--- src/rtl/count_monitor_if.sv ---
// Observation bus between the counter under test and count_monitor.
// master: the counter side / bench driving count_in and clear.
// slave: the monitor consuming the count and producing flags and counters.
interface count_monitor_if #(
  parameter int WIDTH = 4
);
  logic [WIDTH-1:0] count_in;
  logic             clear;
  logic             step_err;
  logic             wrap_pulse;
  logic             stall;
  logic [7:0]       err_count;
  logic [7:0]       wrap_count;
  logic [WIDTH-1:0] last_value;

  modport master (
    output count_in, clear,
    input  step_err, wrap_pulse, stall, err_count, wrap_count, last_value
  );

  modport slave (
    input  count_in, clear,
    output step_err, wrap_pulse, stall, err_count, wrap_count, last_value
  );
endinterface

--- src/rtl/count_monitor.sv ---
// Checks that an observed up-counter only ever steps by +1 (mod 2^WIDTH).
// Latency: input change to flag/counter update is 2 clk edges (sample, then compare).
// No backpressure: the monitor accepts a new sample every cycle.
module count_monitor #(
  parameter int WIDTH     = 4,
  parameter int STALL_MAX = 64
) (
  input  logic            clk,
  input  logic            rst,
  count_monitor_if.slave  mon
);

  localparam int CW = $clog2(STALL_MAX);
  localparam logic [CW-1:0]    STALL_PRE  = CW'(STALL_MAX - 2);
  localparam logic [CW-1:0]    STALL_LAST = CW'(STALL_MAX - 1);
  localparam logic [WIDTH-1:0] TOP_VAL    = '1;

  typedef enum logic [1:0] {
    SYNC    = 2'd0,
    TRACK   = 2'd1,
    STALLED = 2'd2
  } state_t;

  state_t           state_q, state_d;
  logic [WIDTH-1:0] s_q, s_d;
  logic             s_vld_q, s_vld_d;
  logic [WIDTH-1:0] prev_q, prev_d;
  logic [CW-1:0]    stall_cnt_q, stall_cnt_d;
  logic             step_err_q, step_err_d;
  logic             wrap_pulse_q, wrap_pulse_d;
  logic [7:0]       err_count_q, err_count_d;
  logic [7:0]       wrap_count_q, wrap_count_d;
  logic [WIDTH-1:0] prev_inc;

  assign prev_inc = prev_q + 1'b1;

  // Sample stage, comparison, FSM next state and counter updates.
  always_comb begin
    s_d          = mon.count_in;
    // s only holds a real sample after the first post-reset edge; SYNC waits for it.
    s_vld_d      = 1'b1;
    state_d      = state_q;
    prev_d       = prev_q;
    stall_cnt_d  = stall_cnt_q;
    step_err_d   = 1'b0;
    wrap_pulse_d = 1'b0;
    err_count_d  = err_count_q;
    wrap_count_d = wrap_count_q;

    case (state_q)
      SYNC: begin
        if (s_vld_q) begin
          prev_d      = s_q;
          stall_cnt_d = '0;
          state_d     = TRACK;
        end
      end
      TRACK, STALLED: begin
        if (s_q == prev_q) begin
          if (state_q == TRACK) begin
            if (stall_cnt_q == STALL_PRE) begin
              state_d     = STALLED;
              stall_cnt_d = STALL_LAST;
            end else begin
              stall_cnt_d = stall_cnt_q + 1'b1;
            end
          end
        end else begin
          // Any change leaves STALLED and is classified in the same cycle.
          state_d     = TRACK;
          prev_d      = s_q;
          stall_cnt_d = '0;
          if (s_q == prev_inc) begin
            if (prev_q == TOP_VAL) begin
              wrap_pulse_d = 1'b1;
              wrap_count_d = wrap_count_q + 8'd1;
            end
          end else begin
            step_err_d = 1'b1;
            if (err_count_q != 8'hFF) begin
              err_count_d = err_count_q + 8'd1;
            end
          end
        end
      end
      default: state_d = SYNC;
    endcase

    // clear wins over a coincident increment; pulses are unaffected.
    if (mon.clear) begin
      err_count_d  = 8'd0;
      wrap_count_d = 8'd0;
    end
  end

  // State and output registers with synchronous reset.
  always_ff @(posedge clk) begin
    if (rst) begin
      state_q      <= SYNC;
      s_q          <= '0;
      s_vld_q      <= 1'b0;
      prev_q       <= '0;
      stall_cnt_q  <= '0;
      step_err_q   <= 1'b0;
      wrap_pulse_q <= 1'b0;
      err_count_q  <= 8'd0;
      wrap_count_q <= 8'd0;
    end else begin
      state_q      <= state_d;
      s_q          <= s_d;
      s_vld_q      <= s_vld_d;
      prev_q       <= prev_d;
      stall_cnt_q  <= stall_cnt_d;
      step_err_q   <= step_err_d;
      wrap_pulse_q <= wrap_pulse_d;
      err_count_q  <= err_count_d;
      wrap_count_q <= wrap_count_d;
    end
  end

  assign mon.step_err   = step_err_q;
  assign mon.wrap_pulse = wrap_pulse_q;
  assign mon.stall      = (state_q == STALLED);
  assign mon.err_count  = err_count_q;
  assign mon.wrap_count = wrap_count_q;
  assign mon.last_value = prev_q;

endmodule
--- src/flat_wrapper.sv ---
// flat-port wrapper written by rule: the top's interface ports become plain ports
module count_monitor_flat 
#(
  parameter int WIDTH     = 4,
  parameter int STALL_MAX = 64
)
  (clk, rst, mon_count_in, mon_clear, mon_step_err, mon_wrap_pulse, mon_stall, mon_err_count, mon_wrap_count, mon_last_value);
  count_monitor_if #(.WIDTH(WIDTH)) mon_i ();
  input  logic clk;
  input  logic rst;
  input wire logic [$bits(mon_i.count_in)-1:0] mon_count_in;
  input wire logic [$bits(mon_i.clear)-1:0] mon_clear;
  output wire logic [$bits(mon_i.step_err)-1:0] mon_step_err;
  output wire logic [$bits(mon_i.wrap_pulse)-1:0] mon_wrap_pulse;
  output wire logic [$bits(mon_i.stall)-1:0] mon_stall;
  output wire logic [$bits(mon_i.err_count)-1:0] mon_err_count;
  output wire logic [$bits(mon_i.wrap_count)-1:0] mon_wrap_count;
  output wire logic [$bits(mon_i.last_value)-1:0] mon_last_value;
  assign mon_i.count_in = mon_count_in;
  assign mon_i.clear = mon_clear;
  assign mon_step_err = mon_i.step_err;
  assign mon_wrap_pulse = mon_i.wrap_pulse;
  assign mon_stall = mon_i.stall;
  assign mon_err_count = mon_i.err_count;
  assign mon_wrap_count = mon_i.wrap_count;
  assign mon_last_value = mon_i.last_value;
  count_monitor #(.WIDTH(WIDTH), .STALL_MAX(STALL_MAX)) u_core (.clk(clk), .rst(rst), .mon(mon_i));
endmodule
--- config.mk ---
export PLATFORM = sky130hd
export DESIGN_NAME = count_monitor_flat
export DESIGN_NICKNAME = d
export VERILOG_FILES = /design/src/rtl/count_monitor_if.sv /design/src/rtl/count_monitor.sv /design/src/flat_wrapper.sv
export SDC_FILE = /design/constraint.sdc
export NUM_CORES = 1
export LEC_CHECK = 0
export BUFFER_PORTS_ARGS = -buffer_cell sky130_fd_sc_hd__buf_2
export CAP_MARGIN = 20
export CORE_ASPECT_RATIO = 0.75
export CORE_MARGIN = 3
export CORE_UTILIZATION = 35
export CTS_BUF_LIST = sky130_fd_sc_hd__clkbuf_4
export CTS_CLUSTER_DIAMETER = 60
export DETAILED_ROUTE_END_ITERATION = 10
export SLEW_MARGIN = 20
export SYNTH_ARGS = -nofsm -noshare
export SYNTH_HDL_FRONTEND = slang
export SYNTH_SLANG_ARGS = --single-unit
--- constraint.sdc ---
create_clock -name clk -period 3 [get_ports clk]
set_input_delay 0 -clock clk [delete_from_list [all_inputs] [get_ports clk]]
set_output_delay 0 -clock clk [all_outputs]
set_load 0.1 [all_outputs]
==> results_dict.tcl, run 1 <==
set metrics [dict create \
    nFillCells 463 \
    grt_overflow_total 0 \
    max-cap-violations 0 \
    dp_hpwl_um 2630 \
    ioPinCount 30 \
    reg2reg_depth 6 \
    clk_latency_ps 340 \
    async_reset_ff_frac 0 \
    synth-seq-area-share 0.403 \
    syn_to_final_growth_pct 18.7 \
    synth-main-ff-cell "dfxtp_1" \
    crit_arrival_ps 2610 \
    grt_pass1_vias 1297 \
    synth_edf_count 0 \
    place.gp.congestion 0.805 \
    num_vias 1520 \
    nNetsFinal 249 \
    cp_max_fo 8 \
    grtUsageTotal 0.140 \
    diodes 0 \
    critical_path_class "reg -> reg" \
    synth_seq_cells 35 \
    cts_resized 0 \
    grt_max_degree 24 \
    startpoint_type "register" \
    grt_setup_unrepaired "false" \
    worstHoldStart "rst" \
    clkSinkCount 35 \
    wl_per_cell_um 13.0 \
    rr_endpoint "u_core.mon.err_count[5]" \
    firstDrtPassIters 4 \
    syn_nets 215 \
    skew_ps 8.75 \
    syn_inst 199 \
    cts_tree "done" \
    yosysMostFrequentCell "dfxtp_1" \
    fmax_ghz 0.430 \
    synth.area.top_cells "dfxtp_1, ha_1, nand3_1, a21oi_1, nand2_1" \
    grt_pass1_wl_um 6290 \
    r2r_start "u_core.state_q[1]" \
    drc 0 \
    start_util 0.376 \
    via_per_inst 5.22 \
    antenna_found_initial 0 \
    min_to "u_core.s_vld_q" \
    design_power_total_mw 0.987 \
    rrSetupSlack_ps 680 \
    synth.largest_area_cell "dfxtp_1" \
    tns_ps 0 \
    slew_viol_final 0 \
    crit_path_end_kind "register" \
    hold_depth 2 \
    cts_buffers 5 \
    ys_warn_count 0 \
    synth_common_cells "dfxtp_1, nand2_1, nand3_1" \
    synth_cell_types 41 \
    routed_wl_um 3790 \
    setup_viol 0 \
    ant_nets 0 \
    worst_pin_slew_ps 960 \
    power.density_mw_per_mm2 479 \
    clockBufferDepth 2 \
    max_slew_margin 0.355 \
    num_rows 21 \
    die_area_mm2 0.00585 \
    synth_top_area_frac 0.403 \
    status "complete, no violations" \
    post_cts_buffers 0 \
    syn_area_mm2 0.00174 \
    period_minus_slack_ps 2320 \
    h-tree-depth 2 \
    coreArea_mm2 0.00462 \
    path_clk_slew_ps 110 \
    drive_gt1_frac 0.184 \
    die_x_um 87.3 \
    fin_crit_sh 0.775 \
    crit_required_ps 3290 \
    hold_class "in -> reg" \
    io_buffer_count 29 \
    avgSynthCellArea_um2 8.73 \
    p_leak_nw 0.816 \
    crit_start "u_core.state_q[1]" \
    final_hold_viol_count 0 \
    die_h_um 67.0 \
    root_buffer "clkbuf_4" \
    drt_iter0_drc 52 \
    ir_drop_mv 0.278 \
]
==> area by class of cell <==
type                    instances  area (µm²)  share of cell area
clock inverters                 3        38.8              0.0188
clock buffers                   5        37.5              0.0182
repair buffers                 35         203              0.0984
well taps                      57        71.3              0.0346
multi-input cells             149         983               0.477
inverters                       7        26.3              0.0128
flip-flops and latches         35         701               0.340
==> cell families after synthesis <==
| group | after synthesis | share of synthesized area |
|---|---|---|
| xor+xnor | 11 | 0.0634 |
| mux | 2 | 0.0115 |
| buf+inv | 15 | 0.0346 |
| compound gates | 46 | 0.171 |
| fa+ha+maj | 9 | 0.0648 |
| simple gates | 81 | 0.251 |
| flops | 35 | 0.403 |
==> what timing repair did <==
action,in CTS,in global routing
hold buffers,5,0
endpoints found under the setup margin,0,0
endpoints found under the hold margin,5,0
==> metrics by stage <==
step | setup WS, ps | hold WS (ps) | utilization | cells | area (µm²)
finish | 676 | 21.0 | 0.446 | 291 | 2060
detailed placement | 545 | 213 | 0.417 | 278 | 1930
CTS | 514 | 12.3 | 0.444 | 291 | 2050
global placement | 624 | 208 | 0.417 | 278 | 1930
floorplan | 146 | 128 | - | 199 | 1740
global route | 530 | 45.6 | 0.446 | 291 | 2060
==> state kept, by name, indices dropped and copies added (netlist names) <==
signal	flops
u_core.state_q	2
u_core.mon.err_count	8
u_core.s_vld_q	1
u_core.s_q	4
u_core.mon.last_value	4
u_core.stall_cnt_q	6
u_core.mon.step_err	1
u_core.mon.wrap_pulse	1
u_core.mon.wrap_count	8
==> cells in the final DEF (no fill, tap or decap), drive strengths merged, types with 7 or more instances in the layout <==
| cell type | Yosys | routed |
|---|---|---|
| o21ai | 9 | 9 |
| nand2 | 17 | 17 |
| dfxtp | 35 | 35 |
| inv | 7 | 7 |
| buf | 3 | 30 |
| ha | 9 | 9 |
| nor2 | 12 | 12 |
| a21oi | 14 | 14 |
| nand3 | 15 | 15 |
==> worst max-delay path by stage <==
stage | endpoint | slack (ps) | depth (start not counted)
after global routing | u_core.mon.wrap_count[7] | 530 | 6
after floorplan | u_core.mon.wrap_count[7] | 150 | 7
after global placement | u_core.mon.err_count[6] | 620 | 5
final | u_core.mon.err_count[5] | 680 | 6
after CTS | u_core.mon.err_count[6] | 510 | 5
after detailed placement | u_core.mon.err_count[6] | 550 | 5
==> power by group <==
| part | internal [mW] | switching (mW) |
|---|---|---|
| Combinational | 0.0469 | 0.116 |
| Sequential | 0.478 | 0.0124 |
| Clock | 0.171 | 0.163 |
==> worst max-delay path: stages (launching register included) <==
cell and delay, ps:
dfxtp_1 420, inv_1 60, ha_1 330, o41ai_2 160, or4_2 690, or4_2 540, nand2_1 80
==> routing by layer <==
| layer | global-route usage | vias up | routed length [µm] |
|---|---|---|---|
| met5 | 0 | - | 0 |
| met4 | 0.0517 | 0 | 0 |
| met3 | 0.0470 | 0 | 222 |
| met2 | 0.172 | 34 | 1500 |
| met1 | 0.215 | 699 | 2060 |
| li1 | - | 787 | - |
No activity file was read; power rests on OpenSTA's default activity.
==> inputs of run 2 (changes only) <==
ABC_AREA = 1   (was not set)
clock period = 2.3 ns   (was 3 ns; I/O delays follow)
==> run 2 against run 1 <==
Against the previous run:
- sequential power rose by 52%
- clock-buffer cell count rose by 2
- fmax rose by 28%
- via count rose by 20%
- utilization fell by 0.060 points
- non-clock buffer count fell by 1
- wire length rose by 13%
- sequential cell count did not move
- die area rose by 11%
- clock power rose by 6.0%
==> results_dict.tcl, run 2 <==
set metrics [dict create \
    synth_cell_types 24 \
    tns_ps 0 \
    syn_to_final_growth_pct 17.1 \
    cts_resized 0 \
    syn_nets 299 \
    synth_top_area_frac 0.360 \
    async_reset_ff_frac 0 \
    die_h_um 70.6 \
    slew_viol_final 0 \
    crit_path_end_kind "register" \
    critical_path_class "reg -> reg" \
    root_buffer "clkbuf_4" \
    synth_edf_count 0 \
    io_buffer_count 29 \
    p_leak_nw 1.09 \
    cts_buffers 5 \
    clockBufferDepth 2 \
    crit_arrival_ps 2050 \
    start_util 0.380 \
    drive_gt1_frac 0.173 \
    hold_class "in -> reg" \
    syn_area_mm2 0.00195 \
    diodes 0 \
    grtUsageTotal 0.137 \
    h-tree-depth 2 \
    setup_viol 0 \
    nFillCells 550 \
    num_rows 22 \
    wl_per_cell_um 10.8 \
    final_cell_mix "nand2_1, nor2_1, inv_1, dfxtp_1, buf_2" \
    drc 0 \
    nNetsFinal 338 \
    grt_overflow_total 0 \
    worst_pin_slew_ps 491 \
    antenna_found_initial 0 \
    crit_slowest_cell "dfxtp_1" \
    synth-seq-area-share 0.360 \
    synth.area.top_cells "dfxtp_1, nand2_1, nor2_1, inv_1, ha_1" \
    drt_iter0_drc 98 \
    path_clk_slew_ps 110 \
    skew_ps 10.2 \
    cp_max_fo 9 \
    ir_drop_mv 0.295 \
    status "complete, no violations" \
    coreArea_mm2 0.00512 \
    num_vias 1823 \
    cp_slowest_stage_delay_ps 380 \
    synth.largest_area_cell "dfxtp_1" \
    final_hold_viol_count 0 \
    ys_warn_count 0 \
    layout_commonest_cell "nand2_1" \
    routed_wl_um 4280 \
    grt_max_degree 15 \
    avgSynthCellArea_um2 6.87 \
    die_area_mm2 0.00650 \
    via_per_inst 4.62 \
    syn_inst 283 \
    finalInstanceArea_mm2 0.00228 \
    fmax_ghz 0.550 \
    synth_common_cells "nand2_1, nor2_1, dfxtp_1, inv_1, nand3_1" \
    firstDrtPassIters 4 \
    max_slew_margin 0.675 \
    ioPinCount 30 \
    grt_setup_unrepaired "false" \
    clkSinkCount 35 \
    crit_required_ps 2540 \
    max-cap-violations 0 \
    power.density_mw_per_mm2 976 \
    crit_top_cell "inv_1" \
    fin_crit_sh 0.790 \
    grt_pass1_vias 1604 \
    crit_chain "inv_1 > ha_1 > inv_1 > nor2_2 > nand3_2 > o21ai_0 > nor2_1" \
    clk_latency_ps 340 \
    startpoint_type "register" \
    place.gp.congestion 0.834 \
    synth-main-ff-cell "dfxtp_1" \
    design_power_total_mw 2.22 \
    cts_tree "done" \
    ant_nets 0 \
    yosysMostFrequentCell "nand2_1" \
    grt_pass1_wl_um 7220 \
    period_minus_slack_ps 1820 \
    dpl_cell_area_mm2 0.00218 \
    dp_hpwl_um 3110 \
    die_x_um 92.1 \
    synth_seq_cells 35 \
]
[run 2: layout make-up]
type	instances	area (µm²)	area share
clock buffer	7	52.6	0.0231
clock inverter	1	5.00	0.00220
inverter	41	154	0.0675
multi-input combinational	205	1080	0.476
sequential	35	701	0.308
tap	72	90.1	0.0395
timing repair buffer	34	193	0.0846
[run 2: through the flow]
step	std cells	util	hold WS (ps)	worst slack (ps)
global placement	383	0.426	202	557
floorplan	283	-	69.1	12.0
detailed placement	383	0.426	208	506
CTS	395	0.445	11.3	494
finish	395	0.445	22.1	482
global route	395	0.445	25.9	296
[run 2: worst max-delay path: cells and delay by family (launching register included)]
kind	cells	cell delay (ps)
simple gates	3	570
compound gates	1	200
fa+ha+maj	1	360
flops	1	380
buf+inv	2	210
[run 2: timing repair]
action / in CTS / in global routing
buffers inserted: 0 / 0
endpoints found under the hold margin: 4 / 0
hold buffers: 4 / 0
[run 2: cell families after synthesis]
kind of cell,count (synthesis),share of synthesized area
buffers and inverters,43,0.0830
flip-flops,35,0.360
adder cells (fa/ha/maj),9,0.0579
XOR/XNOR,10,0.0450
AO/OA/AOI/OAI,34,0.0887
AND/OR/NAND/NOR,152,0.365
[run 2: final timing paths]
check | from | endpoint | slack [ps] | depth (start not counted)
max | u_core.state_q[1] | u_core.mon.err_count[1] | 480 | 7
min | rst | u_core.s_q[0] | 20 | 2
max reg2reg | u_core.state_q[1] | u_core.mon.err_count[1] | 480 | 7
min reg2reg | u_core.mon.wrap_count[3] | u_core.mon.wrap_count[3] | 500 | 2
[run 2: power breakdown]
group	switching [mW]	internal, mW
clock	0.211	0.143
sequential	0.0723	0.671
combinational	0.877	0.249
[run 2: routing by layer]
| layer | vias up | global-route usage | part of all wire | wire [µm] |
|---|---|---|---|---|
| li1 | 972 | - | - | - |
| met1 | 812 | 0.197 | 0.53 | 2290 |
| met2 | 35 | 0.198 | 0.40 | 1710 |
| met3 | 4 | 0.0383 | 0.057 | 242 |
| met4 | 0 | 0.0428 | 0.0091 | 39 |
| met5 | - | 0 | 0 | 0 |
==> inputs of run 3 (changes only) <==
clock period = 1.87 ns   (was 2.3 ns; I/O delays follow)
==> run 3 against run 2 <==
Against the previous run:
- register-to-register slack worse by 290 ps
- non-clock buffer count grew 3
- fmax is 8.1% higher
- die area is the same
- via count shrank 0.55%
- global-route usage is 0.33 points lower
- design area up 1.7%
- worst setup slack worse by 290 ps
- hold slack better by 12 ps
- sequential cell count unchanged
- critical endpoint is now u_core.mon.wrap_count[2]
==> results_dict.tcl, run 3 (synthesis gave the netlist of run 2 again) <==
set metrics [dict create \
    crit_required_ps 2070 \
    num_vias 1813 \
    grtUsageTotal 0.133 \
    cp_max_fo 10 \
    crit_path_end_kind "register" \
    p_leak_nw 1.10 \
    final_hold_viol_count 0 \
    die_h_um 70.6 \
    tns_ps 0 \
    hold_class "in -> reg" \
    hold_buffers 4 \
    status "complete, no violations" \
    slew_viol_final 0 \
    final_cell_mix "nand2_1, nor2_1, inv_1" \
    layout_commonest_cell "nand2_1" \
    grt_overflow_total 0 \
    root_buffer "clkbuf_4" \
    drt_iter0_drc 72 \
    clkPwrFrac 0.149 \
    nFillCells 552 \
    drc 0 \
    instances_no_fill 397 \
    drive_gt1_frac 0.218 \
    die_area_mm2 0.00650 \
    diodes 0 \
    cts_resized 0 \
    start_util 0.380 \
    wl_per_cell_um 10.3 \
    period_minus_slack_ps 1680 \
    nNetsFinal 341 \
    max_slew_margin 0.675 \
    cts_tree "done" \
    worst_pin_slew_ps 490 \
    ioPinCount 30 \
    num_rows 22 \
    clk_latency_ps 330 \
    syn_to_final_growth_pct 19.1 \
    coreArea_mm2 0.00512 \
    die_x_um 92.1 \
    p_sw_mw 1.42 \
    place.gp.congestion 0.776 \
    p_seq_frac 0.335 \
    grt_pass1_wl_um 7050 \
    io_buffer_count 29 \
    crit_arrival_ps 1890 \
    multi_input_area_mm2 0.00108 \
    via_per_inst 4.57 \
    startpoint_type "register" \
    p_int_mw 1.35 \
    dp_hpwl_um 3060 \
    setup_viol 0 \
    ant_nets 0 \
    swShare 0.511 \
    routed_wl_um 4110 \
    ir_drop_mv 0.393 \
    clockBufferDepth 2 \
    critical_path_class "reg -> reg" \
    antenna_found_initial 0 \
    seq_area_um2 722 \
    firstDrtPassIters 4 \
    grt_pass1_vias 1547 \
    cts_buffers 5 \
    power.density_mw_per_mm2 1200 \
    h-tree-depth 2 \
    fmax_ghz 0.595 \
    grt_max_degree 14 \
    skew_ps 10.2 \
    fin_crit_sh 0.899 \
    grt_setup_unrepaired "false" \
    max-cap-violations 0 \
    post_cts_buffers 0 \
    path_clk_slew_ps 100 \
    dp_cells 386 \
    p_comb_frac 0.516 \
    clkSinkCount 35 \
]
-- run 3: through the flow --
| stage | instance area [µm²] | hold WS, ps | total power, mW | setup slack [ps] | util |
|---|---|---|---|---|---|
| finish | 2320 | 33.6 | 2.77 | 188 | 0.453 |
| CTS | 2320 | 33.1 | 2.78 | 177 | 0.453 |
| global placement | 2220 | 209 | 2.36 | 212 | 0.435 |
| floorplan | 1970 | 69.1 | 2.10 | 32.4 | - |
| global route | 2320 | 46.7 | 2.98 | 22.4 | 0.453 |
| detailed placement | 2220 | 211 | 2.37 | 208 | 0.435 |
-- run 3: per-layer routing --
metal  track usage  vias up  routed length, µm
li1              -      988                  -
met1         0.197      783               2220
met2         0.190       37               1670
met3        0.0340        5                189
met4        0.0395        0                 35
met5             0        -                  0
-- run 3: area by class of cell --
class / instances / area share
flip-flops and latches: 35 / 0.312
multi-input cells: 205 / 0.468
repair buffers: 37 / 0.0929
inverters: 41 / 0.0664
well taps: 72 / 0.0389
clock buffers: 7 / 0.0227
-- run 3: final timing paths --
kind / start / endpoint / slack [ps] / depth (start not counted)
worst max-delay path: u_core.mon.last_value[0] / u_core.mon.wrap_count[2] / 190 / 10
worst min-delay path: rst / u_core.stall_cnt_q[5] / 30 / 3
worst max register to register: u_core.mon.last_value[0] / u_core.mon.wrap_count[2] / 190 / 10
worst min register to register: u_core.mon.wrap_count[7] / u_core.mon.wrap_count[7] / 490 / 2
-- run 3: critical path, cell delays in order, from the launching register on --
cell and delay [ps]:
dfxtp_4 380, ha_1 290, inv_1 40, nand2_1 40, nand2_1 60, nor2_2 120, nand3_4 180, nor2_4 200
nand2_2 110, nand2_1 80, a21oi_1 50
-- run 3: power by group through the flow --
stage | clock [mW] | sequential, mW | combinational (mW)
after global routing | 0.454 | 0.953 | 1.57
after global placement | 0 | 0.948 | 1.41
after detailed placement | 0 | 0.949 | 1.42
after CTS | 0.424 | 0.931 | 1.43
after floorplan | 0 | 1.31 | 0.783
final | 0.412 | 0.928 | 1.43
